File: src/rtl/mem_map_router.sv
// Data-port address decoder: ROM/RAM forwarding, GPIO in/out channels.
// Optional rising-edge latches on inputs with GPIO_EDGE_CAPTURE_EN.
module mem_map_router #(
   parameter int unsigned      ROM_END = 735,
   parameter int unsigned      RAM_END = 33135,
   parameter int unsigned      IO_BASE = 33135,
   parameter int unsigned      N_IN    = 1,
   parameter int unsigned      N_OUT   = 1,
   parameter logic [N_OUT-1:0] OUT_RST = '0
) (
   input  logic             clk,
   input  logic             rst,
   input  logic             req,
   input  logic             we,
   input  logic [31:0]      address,
   input  logic [31:0]      wd,
   output logic [31:0]      rd,
   output logic             rvalid,
   output logic             err,
   output logic [31:0]      mem_addr,
   output logic             ram_we,
   input  logic [31:0]      rom_rdata,
   input  logic [31:0]      ram_rdata,
   input  logic [N_IN-1:0]  gpio_in,
   output logic [N_OUT-1:0] gpio_out,
   output logic [N_OUT-1:0] gpio_flag
);

   localparam logic [31:0] ROM_E = 32'(ROM_END);
   localparam logic [31:0] RAM_E = 32'(RAM_END);
   localparam logic [31:0] IN_B  = 32'(IO_BASE);
   localparam logic [31:0] OUT_B = 32'(IO_BASE + N_IN);

   logic              hit_rom, hit_ram, hit_in, hit_out, hit_edge;
   logic              mapped, rd_req, wr_req, bad_acc;
   logic              in_bit, out_bit, edge_bit;
   logic [N_IN-1:0]   in_sel, edge_sel, sync1, in_sync;
   logic [N_OUT-1:0]  out_sel;
   logic [31:0]       rdata;
   logic              unused_wd;

   assign unused_wd = ^wd[31:1];

   // One-hot channel selects for the input and output GPIO windows
   always_comb begin
      in_sel  = '0;
      out_sel = '0;
      for (int k = 0; k < int'(N_IN); k++)
         in_sel[k] = (address == IN_B + 32'(k));
      for (int k = 0; k < int'(N_OUT); k++)
         out_sel[k] = (address == OUT_B + 32'(k));
   end

`ifdef GPIO_EDGE_CAPTURE_EN
   localparam logic [31:0] EDG_B = 32'(IO_BASE + N_IN + N_OUT);

   logic [N_IN-1:0] edge_q;

   // Edge-latch window sits directly after the output channels
   always_comb begin
      edge_sel = '0;
      for (int k = 0; k < int'(N_IN); k++)
         edge_sel[k] = (address == EDG_B + 32'(k));
   end

   assign edge_bit = |(edge_sel & edge_q);

   // Sticky rising-edge latches; a new edge beats a clearing read
   always_ff @(posedge clk) begin
      if (rst)
         edge_q <= '0;
      else
         edge_q <= (edge_q & ~(rd_req ? edge_sel : '0))
                 | (sync1 & ~in_sync);
   end
`else
   assign edge_sel = '0;
   assign edge_bit = 1'b0;
`endif

   assign hit_rom  = (address < ROM_E);
   assign hit_ram  = (address >= ROM_E) && (address < RAM_E);
   assign hit_in   = |in_sel;
   assign hit_out  = |out_sel;
   assign hit_edge = |edge_sel;
   assign mapped   = hit_rom | hit_ram | hit_in | hit_out | hit_edge;

   assign in_bit   = |(in_sel & in_sync);
   assign out_bit  = |(out_sel & gpio_out);

   assign rd_req   = req & ~we;
   assign wr_req   = req & we;
   assign bad_acc  = (rd_req & ~mapped)
                   | (wr_req & (hit_rom | hit_in | hit_edge | ~mapped));

   assign mem_addr = (hit_rom | hit_ram) ? address : '0;
   assign ram_we   = wr_req & hit_ram & ~rst;

   // Read-data source select by decoded region
   always_comb begin
      rdata = '0;
      unique case (1'b1)
         hit_rom:  rdata = rom_rdata;
         hit_ram:  rdata = ram_rdata;
         hit_in:   rdata = {31'b0, in_bit};
         hit_out:  rdata = {31'b0, out_bit};
         hit_edge: rdata = {31'b0, edge_bit};
         default:  rdata = '0;
      endcase
   end

   // Two-flop synchroniser on every GPIO input pin
   always_ff @(posedge clk) begin
      if (rst) begin
         sync1   <= '0;
         in_sync <= '0;
      end else begin
         sync1   <= gpio_in;
         in_sync <= sync1;
      end
   end

   // Registered read response and sticky error flag
   always_ff @(posedge clk) begin
      if (rst) begin
         rd     <= '0;
         rvalid <= 1'b0;
         err    <= 1'b0;
      end else begin
         rvalid <= rd_req;
         if (rd_req)
            rd <= rdata;
         if (bad_acc)
            err <= 1'b1;
      end
   end

   // GPIO output registers with a one-cycle write flag per channel
   always_ff @(posedge clk) begin
      if (rst) begin
         gpio_out  <= OUT_RST;
         gpio_flag <= '0;
      end else begin
         gpio_flag <= wr_req ? out_sel : '0;
         if (wr_req)
            gpio_out <= (gpio_out & ~out_sel)
                      | (out_sel & {N_OUT{wd[0]}});
      end
   end

endmodule

File: config.mk
export PLATFORM = sky130hd
export DESIGN_NAME = mem_map_router
export DESIGN_NICKNAME = d
export VERILOG_FILES = /design/src/rtl/mem_map_router.sv
export SDC_FILE = /design/constraint.sdc
export NUM_CORES = 1
export LEC_CHECK = 0
export BUFFER_PORTS_ARGS = -buffer_cell sky130_fd_sc_hd__buf_2
export CAP_MARGIN = 20
export CORE_ASPECT_RATIO = 1.2
export CORE_MARGIN = 4
export CORE_UTILIZATION = 33
export DETAILED_ROUTE_END_ITERATION = 8
export GPL_ROUTABILITY_DRIVEN = 0
export PLACE_DENSITY = 0.85
export SYNTH_ARGS = -nofsm -noshare
export SYNTH_HDL_FRONTEND = slang
export SYNTH_SLANG_ARGS = --single-unit
File: constraint.sdc
create_clock -name clk -period 2.4 [get_ports clk]
set_input_delay 0.48 -clock clk [delete_from_list [all_inputs] [get_ports clk]]
set_output_delay 0.48 -clock clk [all_outputs]
set_load 0.01 [all_outputs]
Word level (Yosys, flattened, before mapping)
Index checks and enable logic that the tools add are counted.
{"block": "word_totals", "elab_cells": 38, "register_bits": 38, "output_inout_bits": 69, "in_bits": 133}
{"block": "classes", "n_reduce_logical": 2, "bitwise": 22, "n_eq_ne": 2, "order_cmp": 3, "mux": 2}
{"cell": "$pmux W32 S4", "count": 1}
{"cell": "$eq A32 B16 Y1 const B", "count": 2}
{"cell": "$ge A32 B10 Y1 const B", "count": 1}
{"cell": "$lt A32 B10 Y1 const B", "count": 1}
{"cell": "$lt A32 B16 Y1 const B", "count": 1}
{"cell": "$mux W32", "count": 1}
{"cell": "$and A1 B1 Y1", "count": 10}
{"cell": "$or A1 B1 Y1", "count": 7}
{"cell": "$not A1 Y1", "count": 5}
{"cell": "$reduce_or A2 Y1", "count": 1}
{"cell": "$logic_and A1 B1 Y1", "count": 1}

Depth between registers and ports, before layout
{"block": "logic_depth", "depth_word": 9, "depth_mapped": 7, "depth_no_buf": 6}

Worst setup path before layout
Ideal clock, no wire load.
{"block": "synth_timing", "path_type": "input -> output", "start": "in address[13]", "end": "out ram_we", "t_arrival_ns": 1.928, "n_path_buf": 1, "path_slack_ns": -0.008, "cell_stages": 7, "required_ns": 1.920, "cell_sequence": "nor3_1 -> nand3b_1 -> a31o_2 -> a21oi_2 -> clkbuf_1 -> nand2_1 -> nor3_1"}
{"block": "synth_via", "elab_chain_cells": 4, "word_cells_on_any_way": 5, "classes_between": "order compare (2); bitwise (2); reduce/logical (1)"}
{"item": "from (decl)", "line_no": "15", "source": "input logic [31:0] address,"}
{"item": "$ge A32 B10 Y1 / $lt A32 B16 Y1 (equally long branches)", "line_no": "82", "source": "assign hit_ram = (address >= ROM_E) && (address < RAM_E);"}
{"item": "$logic_and A1 B1 Y1 (*)", "line_no": "82"}
{"item": "$and A1 B1 Y1 (*) (2 in a row)", "line_no": "97", "source": "assign ram_we = wr_req & hit_ram & ~rst;"}
{"item": "to (decl)", "line_no": "21", "source": "output logic ram_we,"}
Every way passes the cells marked *; elsewhere a longest branch is shown, timed or not.

Worst setup path after layout
{"block": "layout_timing", "start": "in address[18]", "end": "out mem_addr[2]"}
{"block": "layout_via", "elab_chain_cells": 4, "word_cells_on_any_way": 6, "classes_between": "order compare (3); mux (1); bitwise (1); reduce/logical (1)"}
{"item": "$ge A32 B10 Y1 / $lt A32 B16 Y1 (equally long branches)", "line_no": "82"}
{"item": "$logic_and A1 B1 Y1", "line_no": "82"}
{"item": "$or A1 B1 Y1 (*)", "line_no": "96", "source": "assign mem_addr = (hit_rom | hit_ram) ? address : '0;"}
{"item": "$mux W32 (*)", "line_no": "96"}
{"item": "to (decl)", "line_no": "20", "source": "output logic [31:0] mem_addr,"}
Marks and branches as above.

==> flow_summary_export.csv <==
group,metric,value,unit
outcome,run_status,"finished clean",
clock_network,ctsRootBufferMaster,"clkbuf_8",
die,effective_utilization_at_floorplan,34.6,%
synthesis,yosysSeqAreaShare,35.8,%
layout,finalCoreUtilization,51.4,%
sta,drv_slew,0,
drt,finalWirelength,6580,microns
layout,n_fill_cell,609,
hold_path,holdCritPathClass,"in2reg",
synthesis,synth.cell_area,0.00212,sq mm
synthesis,synthCells,264,
placement,hpwl,5490,microns
layout,drive_above_1_share,46.9,%
sta,final_critical_path_share_of_the_clock_period,95.4,%
drt,detailedRoute.firstPassIterationCount,4,
layout,footprint_of_the_multi_input_gates,0.00125,sq mm
sta,timing.setup.tns,0,ns
pwr,power-per-cell-area,390,mW/mm^2
global_route,grt_usage,16.4,%
clock_network,cts_sinks,38,
job,maxCapViolations,0,
pwr,total_leakage_power,1.50,nW
layout,regArea,761,sq um
synthesis,synth_enable_flop_cells,0,
synthesis,ys_types,40,
drt,vias_per_cell,4.76,
global_route,antenna_found_initial,0,
die,die_w,81.2,microns
sta,unrepaired_setup_endpoints_after_global_routing,"false",
clock_network,cts-buffers-inserted,5,
critical_path,critical_path_arrival,1.81,ns
die,core-area,0.00613,sq mm
drt,remaining_drc_errors,0,
synthesis,synth.yosys.warnings,0,
global_route,first_global_vias,2442,
layout,final_cell_mix,"buf_2, and2_1, dfxtp_1, nand2_1, a31oi_1",
placement,port-buffer-count,154,
pwr,max-vdd-ir-drop,228,uV
drt,routed-via-count,2416,
clock_network,cts_hold_buffers,0,
sta,finalSetupViolCount,0,
pwr,totalPowerFinal,1.23,mW
synthesis,syn_area_per_cell,8.04,sq um
die,die_span_y,95.8,microns
drt,drt.antenna.violating_nets,0,
clock_network,htree_levels,2,
layout,insertedDiodeCount,0,
drt,detailedRoute.firstIterationViolations,59,
drt,wire_per_inst,12.9,microns
sta,period_minus_slack,2.29,ns
synthesis,synthArstFlopShare,0,%
die,site_rows,31,
critical_path,setup.worst_path.start_class,"input port",
die,dieArea,0.00778,sq mm
layout,area.growth.synth_to_final,48.5,%
clock_network,cts_max_path_buffers,2,
clock_network,worst_skew_pair.late_latency,0.28,ns
synthesis,postSynth.topFlopCell,"dfxtp_1",
global_route,grt_start_max_net_pins,33,
layout,fin_nets,558,
global_route,grt_pass1_wl,10100,microns
die,num_io_pins,202,
synthesis,synth.ff_latch_count,38,
critical_path,critical_path_peak_fanout,6,
critical_path,critical_path.endpoint_type,"primary output",
clock_network,clock_tree_from_tritoncts,"yes",
critical_path,timing.setup.critical_path_class,"in2out",
sta,timing.clock.skew,0.000317,ns
critical_path,critPathRequiredTime,1.92,ns
global_route,grt_overflow_total,0,
sta,clock.fmax,437,MHz
sta,hold_viol_final,0,
layout,final_common_cell,"buf_2",
clock_network,clk_pin_slew_worst_paths,0.07,ns
[power by group]
part           switching [mW]  total (mW)  internal, mW  leakage [nW]
Sequential            0.00156       0.635         0.633         0.307
Combinational          0.0715       0.144        0.0721          1.15
Clock                   0.220       0.451         0.231        0.0472
Total                   0.293        1.23         0.936          1.50
[metrics by stage]
stage                     hold slack, ns  instance area, sq um  cells  setup slack [ns]
after CTS                          0.420                  3130    507           0.00989
after global placement             0.420                  3030    499           -0.0108
after floorplan                    0.414                  2180    279            0.0536
final                              0.427                  3150    508             0.111
after global routing               0.426                  3150    508           0.00537
after detailed placement           0.437                  3030    499           -0.0322
[kinds of logic (layout without fill, tap and decap cells)]
group	after synthesis	count (layout)	synth area share, %
and+or+nand+nor	115	115	30.6
AOI/OAI and AO/OA	75	75	22.9
DFF	38	38	35.8
buffers and inverters	34	181	10.0
other	1	16	0.177
muxes	1	1	0.472
[worst max-delay path, cell delays in order]
cell	delay, ns
buf_2	0.10
nor4_2	0.29
nand4_2	0.16
buf_4	0.18
a21oi_4	0.19
buf_4	0.17
and2_1	0.12
buf_2	0.12
[metal layers]
metal	share of wire (%)	wire length (microns)	up-vias	global-route usage, %
met4	1.2	80	0	5.77
li1	-	-	1219	-
met3	7.6	498	8	2.90
met5	0	0	-	0
met1	35	2300	1078	15.9
met2	56	3700	111	33.5
[worst paths after layout]
path	from	to	slack (ns)	cells past startpoint
max	address[18]	mem_addr[2]	0.11	8
min reg2reg	rd[9]	rd[9]	0.44	2
min	gpio_in	sync1	0.43	2
max reg2reg	flip-flop	rd[0]	1.59	3
[flip-flops by register name (all words and copies together), names as in the netlist, named ones only]
name,count
rd,32
rvalid,1
in_sync,1
err,1
sync1,1
gpio_flag,1
[layout make-up]
class                      instances  share of cell area (%)
tap                               82                    3.26
inverter                           1                   0.119
multi-input combinational        207                    39.5
timing repair buffer             172                    29.9
sequential                        38                    24.1
clock buffer                       6                    2.62
clock inverter                     2                   0.397
[cell usage after synthesis, drive strengths merged (6+ instances only)]
library cell | instances | area (sq um)
a31oi | 32 | 200
and2 | 47 | 294
buf | 21 | 164
clkbuf | 12 | 45.0
dfxtp | 38 | 761
nand2 | 37 | 139
nor2 | 6 | 22.5
nor4 | 6 | 68.8
o21ai | 32 | 171
[repair_timing]
action                                  CTS  global route
endpoints found under the setup margin    1            10
pin swaps                                 0             3
hold endpoints to repair                  0             0
gates resized for setup                   1             2
setup buffers                             0             1
No activity file was read; power rests on OpenSTA's default activity.
